## config.mk

```make
export PLATFORM = sky130hd
export DESIGN_NAME = frame_game_ctrl_flat
export DESIGN_NICKNAME = d
export VERILOG_FILES = /design/src/rtl/frame_game_ctrl_if.sv /design/src/rtl/frame_game_ctrl.sv /design/src/flat_wrapper.sv
export SDC_FILE = /design/constraint.sdc
export NUM_CORES = 1
export LEC_CHECK = 0
export BUFFER_PORTS_ARGS = -buffer_cell sky130_fd_sc_hd__buf_2
export CAP_MARGIN = 20
export CORE_MARGIN = 5
export CORE_UTILIZATION = 51
export DETAILED_ROUTE_END_ITERATION = 12
export MAX_ROUTING_LAYER = met4
export PLACE_DENSITY = 0.73
export SETUP_SLACK_MARGIN = 0.15
export SYNTH_ARGS = -nofsm -noshare
export SYNTH_HDL_FRONTEND = slang
export SYNTH_SLANG_ARGS = --single-unit
```

## constraint.sdc

```tcl
create_clock -name clock -period 3.7 [get_ports clock]
set_input_delay 0.37 -clock clock [delete_from_list [all_inputs] [get_ports clock]]
set_output_delay 0.37 -clock clock [all_outputs]
set_load 0.02 [all_outputs]
```

## src/rtl/frame_game_ctrl_if.sv

```systemverilog
// Signal bundle between the frame game controller and its environment
// (input debouncers and pixel renderer).
interface frame_game_ctrl_if #(
    parameter int POS_W   = 9,
    parameter int VEL_W   = 6,
    parameter int SCORE_W = 8
);
    logic                      v_sync;
    logic                      flap;
    logic                      hit;
    logic                      score_evt;
    logic                      frame_tick;
    logic [POS_W-1:0]          pixel_pos;
    logic signed [VEL_W-1:0]   velocity;
    logic                      game_over;
    logic [SCORE_W-1:0]        score;

    // No valid/ready handshake here: the inputs are levels or one-cycle
    // pulses sampled every clock; the outputs are registered and always valid.
    modport master (
        input  v_sync, flap, hit, score_evt,
        output frame_tick, pixel_pos, velocity, game_over, score
    );

    modport slave (
        output v_sync, flap, hit, score_evt,
        input  frame_tick, pixel_pos, velocity, game_over, score
    );
endinterface

```

## src/rtl/frame_game_ctrl.sv

```systemverilog
// Per-frame game controller: frame tick from v_sync, player physics with
// gravity/flap/clamping, IDLE/PLAY/OVER state machine and saturating score.
module frame_game_ctrl #(
    parameter int POS_W       = 9,
    parameter int POS_INIT    = 265,
    parameter int POS_MIN     = 0,
    parameter int POS_MAX     = 465,
    parameter int VEL_W       = 6,
    parameter int GRAVITY     = 1,
    parameter int FLAP_VEL    = -6,
    parameter int VEL_MAX     = 7,
    parameter int SCORE_W     = 8,
    parameter int HOLD_FRAMES = 30
) (
    input  logic               clock,
    input  logic               reset,
    frame_game_ctrl_if.master  bus,
    output logic [1:0]         state_dbg
);
    localparam int HOLD_W = $clog2(HOLD_FRAMES + 1);
    localparam logic [HOLD_W-1:0]         HOLD_MAX = HOLD_W'(HOLD_FRAMES);
    localparam logic [POS_W-1:0]          POS_RST  = POS_W'(POS_INIT);
    localparam logic signed [POS_W+1:0]   NP_MIN   = (POS_W+2)'(POS_MIN);
    localparam logic signed [POS_W+1:0]   NP_MAX   = (POS_W+2)'(POS_MAX);
    localparam logic signed [VEL_W:0]     VEL_LIM  = (VEL_W+1)'(VEL_MAX);
    localparam logic signed [VEL_W:0]     GRAV_V   = (VEL_W+1)'(GRAVITY);
    localparam logic signed [VEL_W-1:0]   FLAP_V   = VEL_W'(FLAP_VEL);

    typedef enum logic [1:0] {IDLE = 2'd0, PLAY = 2'd1, OVER = 2'd2} state_t;

    state_t                   state_q, state_d;
    logic                     vs1_q, vs1_d, vs2_q, vs2_d, tick_q, tick_d;
    logic                     flap_lvl_q, flap_lvl_d;
    logic                     flap_pend_q, flap_pend_d, hit_pend_q, hit_pend_d;
    logic [POS_W-1:0]         pixel_pos_q, pixel_pos_d;
    logic signed [VEL_W-1:0]  velocity_q, velocity_d;
    logic [SCORE_W-1:0]       score_q, score_d;
    logic [HOLD_W-1:0]        hold_q, hold_d;

    logic                     flap_rise, do_play;
    logic signed [VEL_W:0]    vel_inc;
    logic signed [VEL_W-1:0]  nv;
    logic signed [POS_W+1:0]  np;

    always_comb begin
        state_d     = state_q;
        vs1_d       = bus.v_sync;
        vs2_d       = vs1_q;
        tick_d      = vs1_q & ~vs2_q;
        flap_lvl_d  = bus.flap;
        pixel_pos_d = pixel_pos_q;
        velocity_d  = velocity_q;
        score_d     = score_q;
        hold_d      = hold_q;

        // Events landing in the tick cycle itself survive into the next frame.
        flap_rise   = bus.flap & ~flap_lvl_q;
        flap_pend_d = tick_q ? flap_rise : (flap_pend_q | flap_rise);
        hit_pend_d  = tick_q ? bus.hit : (hit_pend_q | bus.hit);

        vel_inc = (VEL_W+1)'(velocity_q) + GRAV_V;
        if (flap_pend_q)
            nv = FLAP_V;
        else if (vel_inc > VEL_LIM)
            nv = VEL_LIM[VEL_W-1:0];
        else
            nv = vel_inc[VEL_W-1:0];
        np = (POS_W+2)'(signed'({1'b0, pixel_pos_q})) + (POS_W+2)'(nv);

        do_play = tick_q && ((state_q == IDLE && flap_pend_q) || state_q == PLAY);

        if (state_q == PLAY && bus.score_evt && score_q != '1)
            score_d = score_q + 1'b1;

        if (state_q == OVER && tick_q) begin
            if (flap_pend_q && hold_q == HOLD_MAX) begin
                state_d     = IDLE;
                pixel_pos_d = POS_RST;
                velocity_d  = '0;
                score_d     = '0;
                hold_d      = '0;
            end else if (hold_q != HOLD_MAX) begin
                hold_d = hold_q + 1'b1;
            end
        end

        if (do_play) begin
            state_d = PLAY;
            // A pending hit wins: freeze the pre-tick position and drop the flap.
            if (hit_pend_q) begin
                state_d = OVER;
            end else if (np < NP_MIN) begin
                pixel_pos_d = POS_W'(POS_MIN);
                velocity_d  = '0;
            end else if (np >= NP_MAX) begin
                pixel_pos_d = POS_W'(POS_MAX);
                velocity_d  = '0;
                state_d     = OVER;
            end else begin
                pixel_pos_d = np[POS_W-1:0];
                velocity_d  = nv;
            end
        end
    end

    always_ff @(posedge clock) begin
        if (!reset) begin
            state_q     <= IDLE;
            vs1_q       <= 1'b0;
            vs2_q       <= 1'b0;
            tick_q      <= 1'b0;
            flap_lvl_q  <= 1'b0;
            flap_pend_q <= 1'b0;
            hit_pend_q  <= 1'b0;
            pixel_pos_q <= POS_RST;
            velocity_q  <= '0;
            score_q     <= '0;
            hold_q      <= '0;
        end else begin
            state_q     <= state_d;
            vs1_q       <= vs1_d;
            vs2_q       <= vs2_d;
            tick_q      <= tick_d;
            flap_lvl_q  <= flap_lvl_d;
            flap_pend_q <= flap_pend_d;
            hit_pend_q  <= hit_pend_d;
            pixel_pos_q <= pixel_pos_d;
            velocity_q  <= velocity_d;
            score_q     <= score_d;
            hold_q      <= hold_d;
        end
    end

    assign bus.frame_tick = tick_q;
    assign bus.pixel_pos  = pixel_pos_q;
    assign bus.velocity   = velocity_q;
    assign bus.game_over  = (state_q == OVER);
    assign bus.score      = score_q;
    assign state_dbg      = state_q;
endmodule

```

## src/flat_wrapper.sv

```systemverilog
// flat-port wrapper written by rule: the top's interface ports become plain ports
module frame_game_ctrl_flat 
#(
    parameter int POS_W       = 9,
    parameter int POS_INIT    = 265,
    parameter int POS_MIN     = 0,
    parameter int POS_MAX     = 465,
    parameter int VEL_W       = 6,
    parameter int GRAVITY     = 1,
    parameter int FLAP_VEL    = -6,
    parameter int VEL_MAX     = 7,
    parameter int SCORE_W     = 8,
    parameter int HOLD_FRAMES = 30
)
  (clock, reset, state_dbg, bus_v_sync, bus_flap, bus_hit, bus_score_evt, bus_frame_tick, bus_pixel_pos, bus_velocity, bus_game_over, bus_score);
  frame_game_ctrl_if #(.POS_W(POS_W), .VEL_W(VEL_W), .SCORE_W(SCORE_W)) bus_i ();
  input  logic clock;
  input  logic reset;
  output logic [1:0] state_dbg;
  input wire logic [$bits(bus_i.v_sync)-1:0] bus_v_sync;
  input wire logic [$bits(bus_i.flap)-1:0] bus_flap;
  input wire logic [$bits(bus_i.hit)-1:0] bus_hit;
  input wire logic [$bits(bus_i.score_evt)-1:0] bus_score_evt;
  output wire logic [$bits(bus_i.frame_tick)-1:0] bus_frame_tick;
  output wire logic [$bits(bus_i.pixel_pos)-1:0] bus_pixel_pos;
  output wire logic [$bits(bus_i.velocity)-1:0] bus_velocity;
  output wire logic [$bits(bus_i.game_over)-1:0] bus_game_over;
  output wire logic [$bits(bus_i.score)-1:0] bus_score;
  assign bus_i.v_sync = bus_v_sync;
  assign bus_i.flap = bus_flap;
  assign bus_i.hit = bus_hit;
  assign bus_i.score_evt = bus_score_evt;
  assign bus_frame_tick = bus_i.frame_tick;
  assign bus_pixel_pos = bus_i.pixel_pos;
  assign bus_velocity = bus_i.velocity;
  assign bus_game_over = bus_i.game_over;
  assign bus_score = bus_i.score;
  frame_game_ctrl #(.POS_W(POS_W), .POS_INIT(POS_INIT), .POS_MIN(POS_MIN), .POS_MAX(POS_MAX), .VEL_W(VEL_W), .GRAVITY(GRAVITY), .FLAP_VEL(FLAP_VEL), .VEL_MAX(VEL_MAX), .SCORE_W(SCORE_W), .HOLD_FRAMES(HOLD_FRAMES)) u_core (.clock(clock), .reset(reset), .bus(bus_i), .state_dbg(state_dbg));
endmodule
```

* Word level (Yosys, flattened, before mapping)
Cells that the tools add are included.
** Operators by class
- Shift-type cells :: 0
- Bitwise operators :: 6
- Div/mod/pow operators :: 0
- Equal/unequal tests :: 5
- Multiply operators :: 0
- Add/sub/neg operators :: 4
- Muxes and demuxes :: 27
- Order comparisons :: 3
- Reduce and logical (&&, ||, !) cells :: 13
** Operators with widths (number)
- $mux 9 :: 6
- $mux 6 :: 8
- $mux 8 :: 3
- $mux 2 :: 6
- $add 10x6->11 :: 1
- $ge 11x10->1 const B :: 1
- $lt 11x1->1 const B :: 1
- $mux 5 :: 2
- $add 8x1->8 const B :: 1
- $ne 8x8->1 const B :: 1
- $add 6x2->7 const B :: 1
- $gt 7x4->1 const B :: 1
- $logic_and 1x1->1 :: 6
- $reduce_bool 2->1 :: 3
- $add 5x1->5 const B :: 1
- $eq 5x5->1 const B :: 1
- $ne 5x5->1 const B :: 1
- $reduce_and 2->1 :: 2
- $and 1x1->1 :: 2
- $eq 2x1->1 const B :: 1
- $eq 2x2->1 const B :: 1
- $logic_not 2->1 :: 1
- $mux 1 :: 2
- $not 1->1 :: 2
- 2 further kinds :: 3
** Storage, ports and cells
- Word-level logic and storage cells :: 69
- Latch bits :: 0
- Register bits :: 36
- Input bits :: 6
- ROM bits :: 0
- Bits in writable memories :: 0
- Memories kept :: 0

* Depth between registers and ports, before layout
Gate-level depths: netlist of the first run.
- Word-level depth :: 10
- Gate-level depth with buffers :: 16

* Worst setup path after synthesis of the first run
No wires, ideal clock.
- Kind :: register -> register
- Start point :: register u_core.velocity_q[0], in the netlist u_core.bus.velocity[0]
- End point :: register u_core.pixel_pos_q[4], in the netlist u_core.bus.pixel_pos[4]
- Cell stages (with the launch flop) :: 17
- Setup time :: 0.122 ns
- Arrival time :: 3.755 ns
- Period minus slack after synthesis :: 3.876 ns
- Data required time :: 3.578 ns
- Setup slack :: -0.176 ns
- Cells stage by stage :: dfxtp_1 inv_1 ha_1 nor4_1 nor4b_1 or2_2 a21oi_1 ha_1 inv_1 fa_1 nand2b_1 a211oi_2 o2111ai_1 a21o_1 and3_1 buf_2 a221o_1
** On the way
- Longest elaborated chain between the ends :: 10
- Elaborated cells between the ends (all ways) :: 11
- Those cells by class :: add/sub (2); order compare (3); mux (6)
** Ends and longest elaborated chain
- from (decl) :: RTL line frame_game_ctrl.sv:36 : logic signed [VEL_W-1:0] velocity_q, velocity_d;
- from (signal assigned) :: RTL line frame_game_ctrl.sv:128 : velocity_q <= velocity_d;
- $add 6x2->7 (*) :: RTL line frame_game_ctrl.sv:61 : vel_inc = (VEL_W+1)'(velocity_q) + GRAV_V;
- $gt 7x4->1 :: RTL line frame_game_ctrl.sv:64 : else if (vel_inc > VEL_LIM)
- $mux 6 (*) :: RTL line frame_game_ctrl.sv:64
- $mux 6 (*) :: RTL line frame_game_ctrl.sv:62 : if (flap_pend_q)
- $add 10x6->11 (*) :: RTL line frame_game_ctrl.sv:68 : np = (POS_W+2)'(signed'({1'b0, pixel_pos_q})) + (POS_W+2)'(nv);
- $ge 11x10->1 :: RTL line frame_game_ctrl.sv:95 : end else if (np >= NP_MAX) begin
- $mux 9 :: RTL line frame_game_ctrl.sv:95
- $mux 9 (*) :: RTL line frame_game_ctrl.sv:92 : end else if (np < NP_MIN) begin
- $mux 9 (*) :: RTL line frame_game_ctrl.sv:90 : if (hit_pend_q) begin
- $mux 9 (*) :: RTL line frame_game_ctrl.sv:87 : if (do_play) begin
- to (signal assigned) :: RTL line frame_game_ctrl.sv:127 : pixel_pos_q <= pixel_pos_d;
- to (decl) :: RTL line frame_game_ctrl.sv:35 : logic [POS_W-1:0] pixel_pos_q, pixel_pos_d;
Every way passes the cells marked *; elsewhere a longest branch is shown, timed or not.
A chain may end at the register's enable or synchronous reset.

* Worst setup path in the final report of the first run
Same ends and word-level chain as after synthesis.

==> results.ini, run 1 <==
[status]
status = finished, final reports clean

[global_route]
grt_max_degree = 14
grt_usage = 0.207
grt_first_pass_wirelength_um = 8770
overflow = 0
grt_antenna_before_repair = 0
grt_pass1_vias = 1917

[sta]
relSlewSlack = 0.442
setup_tns_ps = 0
final-max-slew-violation-count = 0
max_freq_mhz = 278
timing.final.hold_violations = 0
rsz0062_at_grt = yes
skew_ps = 10.2
period_needed_ps = 3590
setup_viol = 0
tightest_slew_ps = 835
fin_crit_sh = 0.971
holdWs_ps = 283

[final_layout]
fillers = 346
final_cell_mix = 34 x dfxtp_1, 32 x buf_2, 26 x nor2_1
fin_util = 0.676
stdcell_area_mm2 = 0.00273
ff_latch_area_um2 = 728
drive_above_1_share = 0.290
areaGrowthSynthToFinish_pct = 27.4
multi_input_area_mm2 = 0.00149
layout.nets = 321
final_cells = 350
layout_commonest_cell = dfxtp_1
n_antenna_cell = 0

[placement]
io_buffer_count = 32
place_congestion = 0.930
place_inst = 332
placed_area_mm2 = 0.00244
dp_hpwl_um = 3820

[floorplan]
die_w_um = 74.8
initial_core_util = 0.531
num_rows = 23
core-area_mm2 = 0.00403
die_h_um = 74.8
die_area_mm2 = 0.00559
pin_count = 33

[worst_setup_path]
start_kind = flip-flop
worst-path-buf-inv = 3
rrSetupSlack_ps = 110
crit_family = compound AO/OA/AOI/OAI gates
crit_type = reg -> reg
crit_top_cell = inv_2
crit_arrival_ps = 3780
required_ps = 3890
path_cells = inv_2, ha_4, nor4_4, nor4b_2, or2_4, a21oi_4, ha_2, inv_2, fa_2, nand2b_4, a211oi_4, o2111ai_2, a21o_1, buf_6, and4_1, a221o_1
crit_path_max_fanout = 5
end_kind = flip-flop
cp_slowest_cell = dfxtp_4
critical-path-max-stage-delay_ps = 380

[drt]
drt_iter0_markers = 102
wl_per_cell_um = 15.1
route.detailed.drc = 0
ant_nets = 0
first_pass_iters = 4
vias = 2019
drt_wl_total_um = 5300
vias_per_cell = 5.77

[yosys]
mappedNetlistArea_mm2 = 0.00214
synth_edf_count = 0
ys_ff_latch = 36
yosys_warnings = 0
ys.flop_type = dfxtp_1
ys_seq_area_frac = 0.337
syn_nets = 270
syn_area_per_cell_um2 = 8.62
syn_inst = 248
synthArstFlopShare = 0
synthDistinctLibCells = 57

[clocking]
cts_buffers = 5
cts_tree = built
cts_buffer_depth = 2
worstSkewPairLatency_ps = 290
clk_pin_slew_ps = 80
h-tree-depth = 2
root_buffer = clkbuf_8
hold_buffers = 0
cts_sinks = 36

[power]
total_leakage_power_nw = 1.20
ir_worst_vdd_mv = 0.202
power.density_mw_per_mm2 = 318

[hold_path]
min_path_type = in -> reg

[flow_run]
cap_violations = 0

-- flip-flops by register name, summed over array words and instances (netlist names) --
signal	flops
u_core.bus.frame_tick	1
u_core.bus.score	8
u_core.vs1_q	1
u_core.flap_lvl_q	1
u_core.state_dbg	2
u_core.flap_pend_q	1
u_core.bus.pixel_pos	9
u_core.bus.velocity	6
u_core.hold_q	5
u_core.hit_pend_q	1
u_core.vs2_q	1
-- cell families after synthesis --
family                     after synthesis  share of synthesized area
and+or+nand+nor                         99                      0.233
AOI/OAI and AO/OA                       62                      0.229
DFF                                     36                      0.337
buffers and inverters                   19                     0.0374
adders and majority gates               16                     0.0971
xor gates and xnor gates                15                     0.0614
muxes                                    1                    0.00468
-- stage by stage --
step                setup WS, ps  total power, mW
detailed placement         -45.8            0.536
global route               -7.35            0.905
CTS                          154            0.867
finish                       106            0.866
global placement            54.9            0.535
floorplan                    161            0.501
-- layer usage --
layer,vias to the layer above,part of all wire,global-route usage
met3,11,0.041,0.0347
met4,0,0.018,0.0731
met5,-,0,-
met2,50,0.47,0.331
li1,1017,-,-
met1,941,0.47,0.263
-- area by class of cell --
class | count | area share
inverter | 15 | 0.0207
timing repair buffer | 48 | 0.104
sequential | 36 | 0.267
multi-input combinational | 193 | 0.546
clock buffer | 6 | 0.0344
tap | 50 | 0.0230
clock inverter | 2 | 0.00459
-- timing repair --
item / in CTS / in global routing
setup buffers: 4 / 6
pin swaps: 8 / 9
endpoints found under the setup margin: 13 / 16
endpoints found under the hold margin: 0 / 0
resized for setup: 7 / 11
-- where the power goes --
part           internal (mW)  switching (mW)
registers              0.393         0.00780
clock network          0.172           0.149
logic                 0.0606          0.0834
-- synthesized netlist by cell type, types with 2 or more instances --
library cell	instances	area, um2
a22o_1	3	26.3
a32o_1	6	60.1
nand3b_1	2	15.0
or3_1	2	12.5
ha_1	15	188
and3_1	3	18.8
nand2b_1	2	12.5
a211oi_1	3	22.5
and2_1	7	43.8
nor2b_1	3	18.8
inv_1	14	52.6
a21oi_1	13	65.1
nand2_1	19	71.3
a21o_1	4	30.0
a22oi_1	3	22.5
o2111ai_1	2	17.5
dfxtp_1	36	721
o21ai_0	7	35.0
nor2_1	26	97.6
xnor2_1	6	52.6
and4_1	2	17.5
o41ai_2	2	32.5
xor2_1	9	78.8
o31ai_1	2	15.0
nand4_1	3	18.8
nor3_1	4	20.0
clkbuf_1	2	7.51
nand3_1	19	95.1
-- path summary, 6_finish.rpt --
check | startpoint | to | cells past startpoint
worst min register to register | u_core.vs2_q | u_core.bus.frame_tick | 1
worst max register to register | u_core.bus.velocity[0] | u_core.bus.pixel_pos[4] | 16
worst min-delay path | bus_v_sync | u_core.vs1_q | 2
worst max-delay path | u_core.bus.velocity[0] | u_core.bus.pixel_pos[4] | 16
No activity file was read; power rests on OpenSTA's default activity.
==> run 2, diff against run 1 <==
--- a/config.mk
+++ b/config.mk
@@ -5,8 +5,8 @@
 export SDC_FILE = /design/constraint.sdc
 export NUM_CORES = 1
 export LEC_CHECK = 0
+export ABC_AREA = 0
 export BUFFER_PORTS_ARGS = -buffer_cell sky130_fd_sc_hd__buf_2
-export CAP_MARGIN = 20
 export CORE_MARGIN = 5
 export CORE_UTILIZATION = 51
 export DETAILED_ROUTE_END_ITERATION = 12
==> constraint.sdc (replaced) <==
create_clock -name clock -period 3.7 [get_ports clock]
set_input_delay 0 -clock clock [delete_from_list [all_inputs] [get_ports clock]]
set_output_delay 0 -clock clock [all_outputs]
set_load 0.02 [all_outputs]
==> run 2 against run 1 <==
- worst hold slack got worse by 270 ps
- sequential share of layout area decreased by 0.29 points
- combinational power about the same
- utilization increased by 0.75 points
- clock-buffer cell count unchanged
- highest routed layer unchanged
- clock skew increased by 0.58 ps
- die area unchanged
- maximum frequency about the same
- design area increased by 1.1%
==> results.ini, run 2 (synthesis results as in run 1) <==
[status]
status = finished, final reports clean

[global_route]
grt_first_pass_wirelength_um = 8850
grt_antenna_before_repair = 0
top_usage_layer = met2
use_met2 = 0.331
overflow = 0
grt_pass1_vias = 1921
grt_max_degree = 14
grt_util_met1 = 0.269
gr-usage-met3 = 0.0347
grt_usage = 0.209

[worst_setup_path]
crit_arrival_ps = 3780
crit_type = reg -> reg
required_ps = 3890
worstRegToRegCells = 16
crit_path_start = u_core.bus.velocity[0]
start_kind = flip-flop
crit_path_max_fanout = 5
r2r_start = u_core.bus.velocity[0]
end_kind = flip-flop

[final_layout]
largest_register_ffs = 9
final_cell_mix = 34 x dfxtp_1, 32 x buf_2, 26 x nor2_1
layout_commonest_cell = dfxtp_1
areaGrowthSynthToFinish_pct = 28.8
layout.nets = 324
n_antenna_cell = 0
drive_above_1_share = 0.287
fillers = 342

[sta]
final-max-slew-violation-count = 0
setup_tns_ps = 0
fin_crit_sh = 0.971
timing.final.hold_violations = 0
holdWs_ps = 15.6
setup_viol = 0
max_freq_mhz = 278
layout_setup_ws_ps = 106
tightest_slew_ps = 817
relSlewSlack = 0.453
period_needed_ps = 3590
skew_ps = 10.7
rsz0062_at_grt = yes

[power]
total_leakage_power_nw = 1.22
power_uw = 872
power.density_mw_per_mm2 = 316
ir_worst_vdd_mv = 0.201

[flow_run]
cap_violations = 0

[floorplan]
die_area_mm2 = 0.00559
die_w_um = 74.8
num_rows = 23
core-area_mm2 = 0.00403
pin_count = 33
die_h_um = 74.8
initial_core_util = 0.531

[placement]
dp_worst_setup_slack_ps = -45.8
io_buffer_count = 32
dp_hpwl_um = 3820
place_congestion = 0.930

[drt]
ant_nets = 0
wl_per_cell_um = 15.2
vias_per_cell = 5.77
route.detailed.drc = 0
vias = 2038
drt_wl_total_um = 5370
first_pass_iters = 4
drt_iter0_markers = 96

[clocking]
cts_sinks = 36
cts_buffer_depth = 2
worstSkewPairLatency_ps = 290
clk_pin_slew_ps = 80
cts_buffers = 5
cts_tree = built
root_buffer = clkbuf_8
h-tree-depth = 2

[hold_path]
min_path_cells = 2
min_from = reset
min_path_type = in -> reg

[run 2: cell count changes in the layout (fill, tap and decap cells not counted)]
cell | before | now
dlygate4sd3_1 | 0 | 3
[run 2: path summary, 6_finish.rpt]
kind | to | slack [ps]
setup / recovery | u_core.bus.pixel_pos[4] | 110
hold / removal | u_core.vs1_q | 20
setup reg to reg | u_core.bus.pixel_pos[4] | 110
hold reg to reg | u_core.bus.frame_tick | 390
[run 2: through the flow]
stage,std cells,utilization,cell area [um2]
floorplan,248,-,2200
global placement,332,0.605,2440
detailed placement,332,0.605,2440
CTS,347,0.655,2640
finish,353,0.684,2760
global route,353,0.684,2760
[run 2: where the power goes]
part,leakage [nW],switching [mW],internal (mW)
Combinational,0.869,0.0839,0.0626
Sequential,0.293,0.00789,0.393
Clock,0.0523,0.152,0.172
Total,1.22,0.244,0.628
[run 2: final cells by class]
class,count,area (um2),area share
multi-input cells,193,1490,0.540
inverters,15,56.3,0.0204
clock buffers,6,93.8,0.0341
well taps,50,62.6,0.0227
clock inverters,2,12.5,0.00454
flip-flops and latches,36,728,0.264
repair buffers,51,314,0.114
[run 2: timing repair]
item,4_1_cts,5_1_grt
gates cloned,0,0
endpoints found under the setup margin,13,16
resized for setup,7,11
setup buffers,4,6
endpoints found under the hold margin,3,0
pin swaps,8,9
hold buffers,3,0
[run 2: critical path, cell delays in order (launching register included)]
cell,delay [ps]
dfxtp_4,380
inv_2,50
ha_4,220
nor4_4,280
nor4b_2,80
or2_4,280
a21oi_4,130
ha_2,200
inv_2,40
fa_2,330
nand2b_4,160
a211oi_4,320
o2111ai_2,210
a21o_1,240
buf_6,120
and4_1,190
a221o_1,250
[run 2: per-layer routing]
layer,up-vias,share of wire
li1,1023,-
met5,-,0
met2,49,0.47
met1,957,0.48
met4,0,0.014
met3,9,0.041
